## config.mk

```make
export PLATFORM = sky130hd
export DESIGN_NAME = fetch_buffer
export DESIGN_NICKNAME = d
export VERILOG_FILES = /design/src/rtl/fetch_buffer.sv
export SDC_FILE = /design/constraint.sdc
export NUM_CORES = 1
export LEC_CHECK = 0
export ABC_AREA = 1
export ABC_CLOCK_PERIOD_IN_PS = 9300
export CORE_UTILIZATION = 59
export CTS_CLUSTER_DIAMETER = 150
export DETAILED_ROUTE_END_ITERATION = 10
export PLACE_DENSITY_LB_ADDON = 0.12
export SLEW_MARGIN = 5
export SYNTH_ARGS = -nofsm -noshare
export SYNTH_HDL_FRONTEND = slang
export SYNTH_SLANG_ARGS = --single-unit
export TNS_END_PERCENT = 100
```

## constraint.sdc

```tcl
create_clock -name clk -period 9.3 [get_ports clk]
set_input_delay 1.395 -clock clk [delete_from_list [all_inputs] [get_ports clk]]
set_output_delay 1.395 -clock clk [all_outputs]
set_load 0.01 [all_outputs]
```

## src/rtl/fetch_buffer.sv

```systemverilog
// fetch_buffer: in-order instruction queue between the fetch stage and IF/ID.
// It buffers fetched instructions so a decode stall back-pressures fetch
// through valid/ready instead of dropping instructions. A flush empties the
// whole queue in one cycle when a branch redirects fetch.
// Optional feature: define FETCH_BUF_PREDECODE_EN to add deq_is_ctrl, a
// per-entry flag marking branch/JAL/JALR instructions, computed at enqueue.
module fetch_buffer #(
    parameter int DEPTH  = 4,
    parameter int PC_W   = 64,
    parameter int INST_W = 32
) (
    input  logic                         clk,
    input  logic                         reset,
    input  logic                         flush,
    input  logic                         enq_valid,
    output logic                         enq_ready,
    input  logic [PC_W-1:0]              enq_pc,
    input  logic [INST_W-1:0]            enq_inst,
    output logic                         deq_valid,
    input  logic                         deq_ready,
    output logic [PC_W-1:0]              deq_pc,
    output logic [INST_W-1:0]            deq_inst,
`ifdef FETCH_BUF_PREDECODE_EN
    output logic                         deq_is_ctrl,
`endif
    output logic [$clog2(DEPTH+1)-1:0]   count
);

    localparam int PTR_W = $clog2(DEPTH);
    localparam int CNT_W = $clog2(DEPTH+1);
    localparam logic [CNT_W-1:0] FULL = CNT_W'(DEPTH);
    localparam logic [INST_W-1:0] NOP = INST_W'(32'h00000013);

    logic [PC_W-1:0]   pc_mem   [DEPTH];
    logic [INST_W-1:0] inst_mem [DEPTH];
    logic [PTR_W-1:0]  head;
    logic [PTR_W-1:0]  tail;
    logic              do_enq;
    logic              do_deq;

`ifdef FETCH_BUF_PREDECODE_EN
    logic              ctrl_mem [DEPTH];
    logic              enq_is_ctrl;
`endif

    // Handshake status and the qualified enqueue/dequeue events; flush suppresses both.
    always_comb begin
        enq_ready = (count != FULL);
        deq_valid = (count != '0);
        do_enq    = enq_valid && enq_ready && !flush;
        do_deq    = deq_valid && deq_ready && !flush;
    end

    // Head entry is presented combinationally; an empty queue shows PC 0 and a NOP.
    always_comb begin
        deq_pc   = '0;
        deq_inst = NOP;
        if (deq_valid) begin
            deq_pc   = pc_mem[head];
            deq_inst = inst_mem[head];
        end
    end

`ifdef FETCH_BUF_PREDECODE_EN
    // Control-flow predecode on the incoming word, and the head entry's stored flag.
    always_comb begin
        enq_is_ctrl = (enq_inst[6:0] == 7'b1100011) ||
                      (enq_inst[6:0] == 7'b1101111) ||
                      (enq_inst[6:0] == 7'b1100111);
        deq_is_ctrl = deq_valid ? ctrl_mem[head] : 1'b0;
    end
`endif

    // Entry storage is written at the tail; contents need no reset because count gates every read.
    always_ff @(posedge clk) begin
        if (do_enq) begin
            pc_mem[tail]   <= enq_pc;
            inst_mem[tail] <= enq_inst;
`ifdef FETCH_BUF_PREDECODE_EN
            ctrl_mem[tail] <= enq_is_ctrl;
`endif
        end
    end

    // Pointers and occupancy; flush wins over any enqueue or dequeue in the same cycle.
    always_ff @(posedge clk or negedge reset) begin
        if (!reset) begin
            head  <= '0;
            tail  <= '0;
            count <= '0;
        end else if (flush) begin
            head  <= '0;
            tail  <= '0;
            count <= '0;
        end else begin
            if (do_enq) begin
                tail <= tail + 1'b1;
            end
            if (do_deq) begin
                head <= head + 1'b1;
            end
            case ({do_enq, do_deq})
                2'b10:   count <= count + 1'b1;
                2'b01:   count <= count - 1'b1;
                default: count <= count;
            endcase
        end
    end

endmodule

```

==> flow_metrics.env <==
export IMPL_worstPathArrival_ns=4.23
export IMPL_setup_viol=0
export IMPL_drt_wl_total_mm=32.25
export IMPL_viasPerCell=5.595
export IMPL_r2r_slack_ns=6.13
export IMPL_slew_violations=0
export IMPL_syn_avg_cell_area_sq_um=12.88
export IMPL_core_sq_um=25400
export IMPL_fin_worst_skew_ns=0.008195
export IMPL_synthMuxAreaShare_pct=0
export IMPL_cp_num_buf_inv=3
export IMPL_place_hpwl_mm=17.44
export IMPL_dieArea_sq_um=26700
export IMPL_fin_nets=1480
export IMPL_ff2ff_path_depth=7
export IMPL_synth_top_cells_by_area="edfxtp_1 (75%), nor2_1 (9.5%), o21ai_1 (3.7%)"
export IMPL_tightest_slew_ns=1.177
export IMPL_port_buffers=201
export IMPL_cellPowerDensity_nw_per_um2=281.2
export IMPL_antenna_found_initial=4
export IMPL_layout_drive_gt1_share_pct=6.424
export IMPL_fp_dieH_um=163.4
export IMPL_timing_rr_end="pc_mem[2][2]"
export IMPL_clkSinkCount=391
export IMPL_rsz0062_at_grt="no"
export IMPL_synthCells=1193
export IMPL_whs_ns=0.6138
export IMPL_yosys_warnings=0
export IMPL_ys_types=27
export IMPL_hp_class="flop to flop"
export IMPL_drtIter0Drc=884
export IMPL_wl_per_cell_um=18.61
export IMPL_yosysMostFrequentCell="nor2_1"
export IMPL_overflow=0
export IMPL_synth_top_area_share_pct=75.04
export IMPL_drt_pass1_iter_count=5
export IMPL_crit_end="deq_inst[17]"
export IMPL_dieWidth_um=163.4
export IMPL_post_cts_resized=0
export IMPL_grt_pass1_wl_mm=49.45
export IMPL_outcome="finished clean"
export IMPL_fin_crit_ns=5.625
export IMPL_fmax_ghz=0.1778
export IMPL_areaGrowthSynthToFinish_pct=22.23
export IMPL_holdBufCountCts=0
export IMPL_ys_top_cells_by_count="nor2_1 (389), edfxtp_1 (384), o21ai_1 (113)"
export IMPL_drv_cap=0
export IMPL_synthAdderAreaFrac_pct=0.4560
export IMPL_cp_max_fo=113
export IMPL_synth_edff_count=384
export IMPL_grt_use_total_pct=24.56
export IMPL_antenna_left=0
export IMPL_route_detailed_drc=0
export IMPL_via_count=9697
export IMPL_synth_compound_area_share_pct=9.681
export IMPL_start_util_pct=60.50
export IMPL_num_rows=58
export IMPL_synthXorXnorAreaFrac_pct=0.05699
export IMPL_end_kind="primary output"
export IMPL_cp_required_ns=7.91
export IMPL_async_flop_share_pct=1.790
export IMPL_placed_area_sq_um=17500
export IMPL_cp_start_kind="flop"
export IMPL_crit_chain="inv_6, buf_4, o21ai_0, a21oi_1, clkdlybuf4s50_1"
export IMPL_worstSetupStartpoint="head[0]"
export IMPL_critPathTopFamily="buffers and inverters"
export IMPL_syn_area_sq_um=15370
export IMPL_synthFlopType="edfxtp_1"
export IMPL_grt_pass1_vias=9499
export IMPL_cpPeakStageDelay_ns=0.90
export IMPL_leakagePower_nw=6.301
export IMPL_grt_max_degree=114
export IMPL_numCtsBuffers=40
export IMPL_ys_seq_elements=391
export IMPL_finalSetupTns_ns=0
export IMPL_fin_crit_sh_pct=60.49
export IMPL_numPlacedInstances=1662
export IMPL_finish_instance_area_sq_um=18780
export IMPL_reg2reg_from="count[0]"
export IMPL_post_cts_setup_buffers=0
export IMPL_cts_root_buf="clkbuf_16"
export IMPL_yosys_area_share_simple_pct=10.48
export IMPL_cts_tree="built"
export IMPL_synth_area_leader_cell="edfxtp_1"
export IMPL_finish_cell_count_without_fillers=1733
export IMPL_insertion_delay_ns=0.52
export IMPL_finalPower_mw=5.282
export IMPL_io_pins=202
export IMPL_yosysSeqAreaShare_pct=76.18
export IMPL_final_hold_viol_count=0
export IMPL_synth_top_family_by_area="simple AND/OR/NAND/NOR gates"
export IMPL_critical_path_class="flop to primary output"
export IMPL_place_congestion=0.7415
export IMPL_irDropWorstVdd_mv=0.1939
export IMPL_clock_path_buffers=3
export IMPL_synth_fp_nets=1299
export IMPL_h_tree_depth=2
export IMPL_clkTransAtPathRegs_ns=0.06
export IMPL_slew_headroom_pct=21.51
export IMPL_critPathSlowestCell="buf_4"
export IMPL_cp_depth=5
-- flip-flops by register name, indices dropped and copies added (netlist names) --
signal / flops
pc_mem: 256
count: 3
tail: 2
head: 2
inst_mem: 128
-- cells in the final DEF, fill, tap and decap left out, types with 12 or more instances in the layout --
| master | count |
|---|---|
| nor2_1 | 385 |
| edfxtp_1 | 384 |
| clkdlybuf4s50_1 | 201 |
| o21ai_1 | 113 |
| a21oi_1 | 95 |
| o21ai_0 | 79 |
| clkbuf_16 | 41 |
| nand2_1 | 16 |
| buf_4 | 12 |
-- worst min-delay path by stage --
stage               startpoint        to  slack (ns)  cells past startpoint
global placement      count[1]  count[1]        0.60                      2
CTS                   count[2]  count[2]        0.62                      2
global route          count[2]  count[2]        0.65                      2
floorplan              tail[1]   tail[1]        0.58                      2
detailed placement    count[2]  count[2]        0.60                      2
finish                count[1]  count[1]        0.61                      2
-- where the power goes --
part           leakage (nW)  internal [mW]  switching [mW]
clock network         0.613          0.934           0.617
registers              3.58           2.04          0.0835
logic                  2.11          0.704           0.899
total                  6.30           3.68            1.60
-- metrics by stage --
step	worst slack (ns)	utilization, %
3_5_place_dp	4.336	68.89
6_report	3.675	73.95
4_1_cts	3.682	73.93
2_1_floorplan	3.058	-
3_3_place_gp	4.363	68.89
5_1_grt	3.426	73.94
-- per-layer routing --
metal / wire length [um] / track usage, %
met1: 12970 / 32.76
met5: 30 / 0
met4: 727 / 8.879
met2: 16050 / 40.85
met3: 2480 / 4.241
-- worst min-delay path, cell delays in order, from the launching register on --
cell     delay (ns)
dfrtp_1        0.45
nand2_1        0.08
nand2_1        0.05
-- kinds of logic after synthesis --
kind of cell,Yosys count
flip-flops,391
AND/OR/NAND/NOR,415
XOR/XNOR,1
buffers and inverters,88
AO/OA/AOI/OAI,293
adder cells (fa/ha/maj),5
-- cell type report --
cell class	count	area (sq um)
clock buffers	52	1087
well taps	330	412.9
inverters	14	61.31
multi-input cells	714	3207
repair buffers	213	2102
clock inverters	17	193.9
diodes	2	5.005
flip-flops and latches	391	11710
fillers	1676	6616
Power figures use the tool's default switching activity.
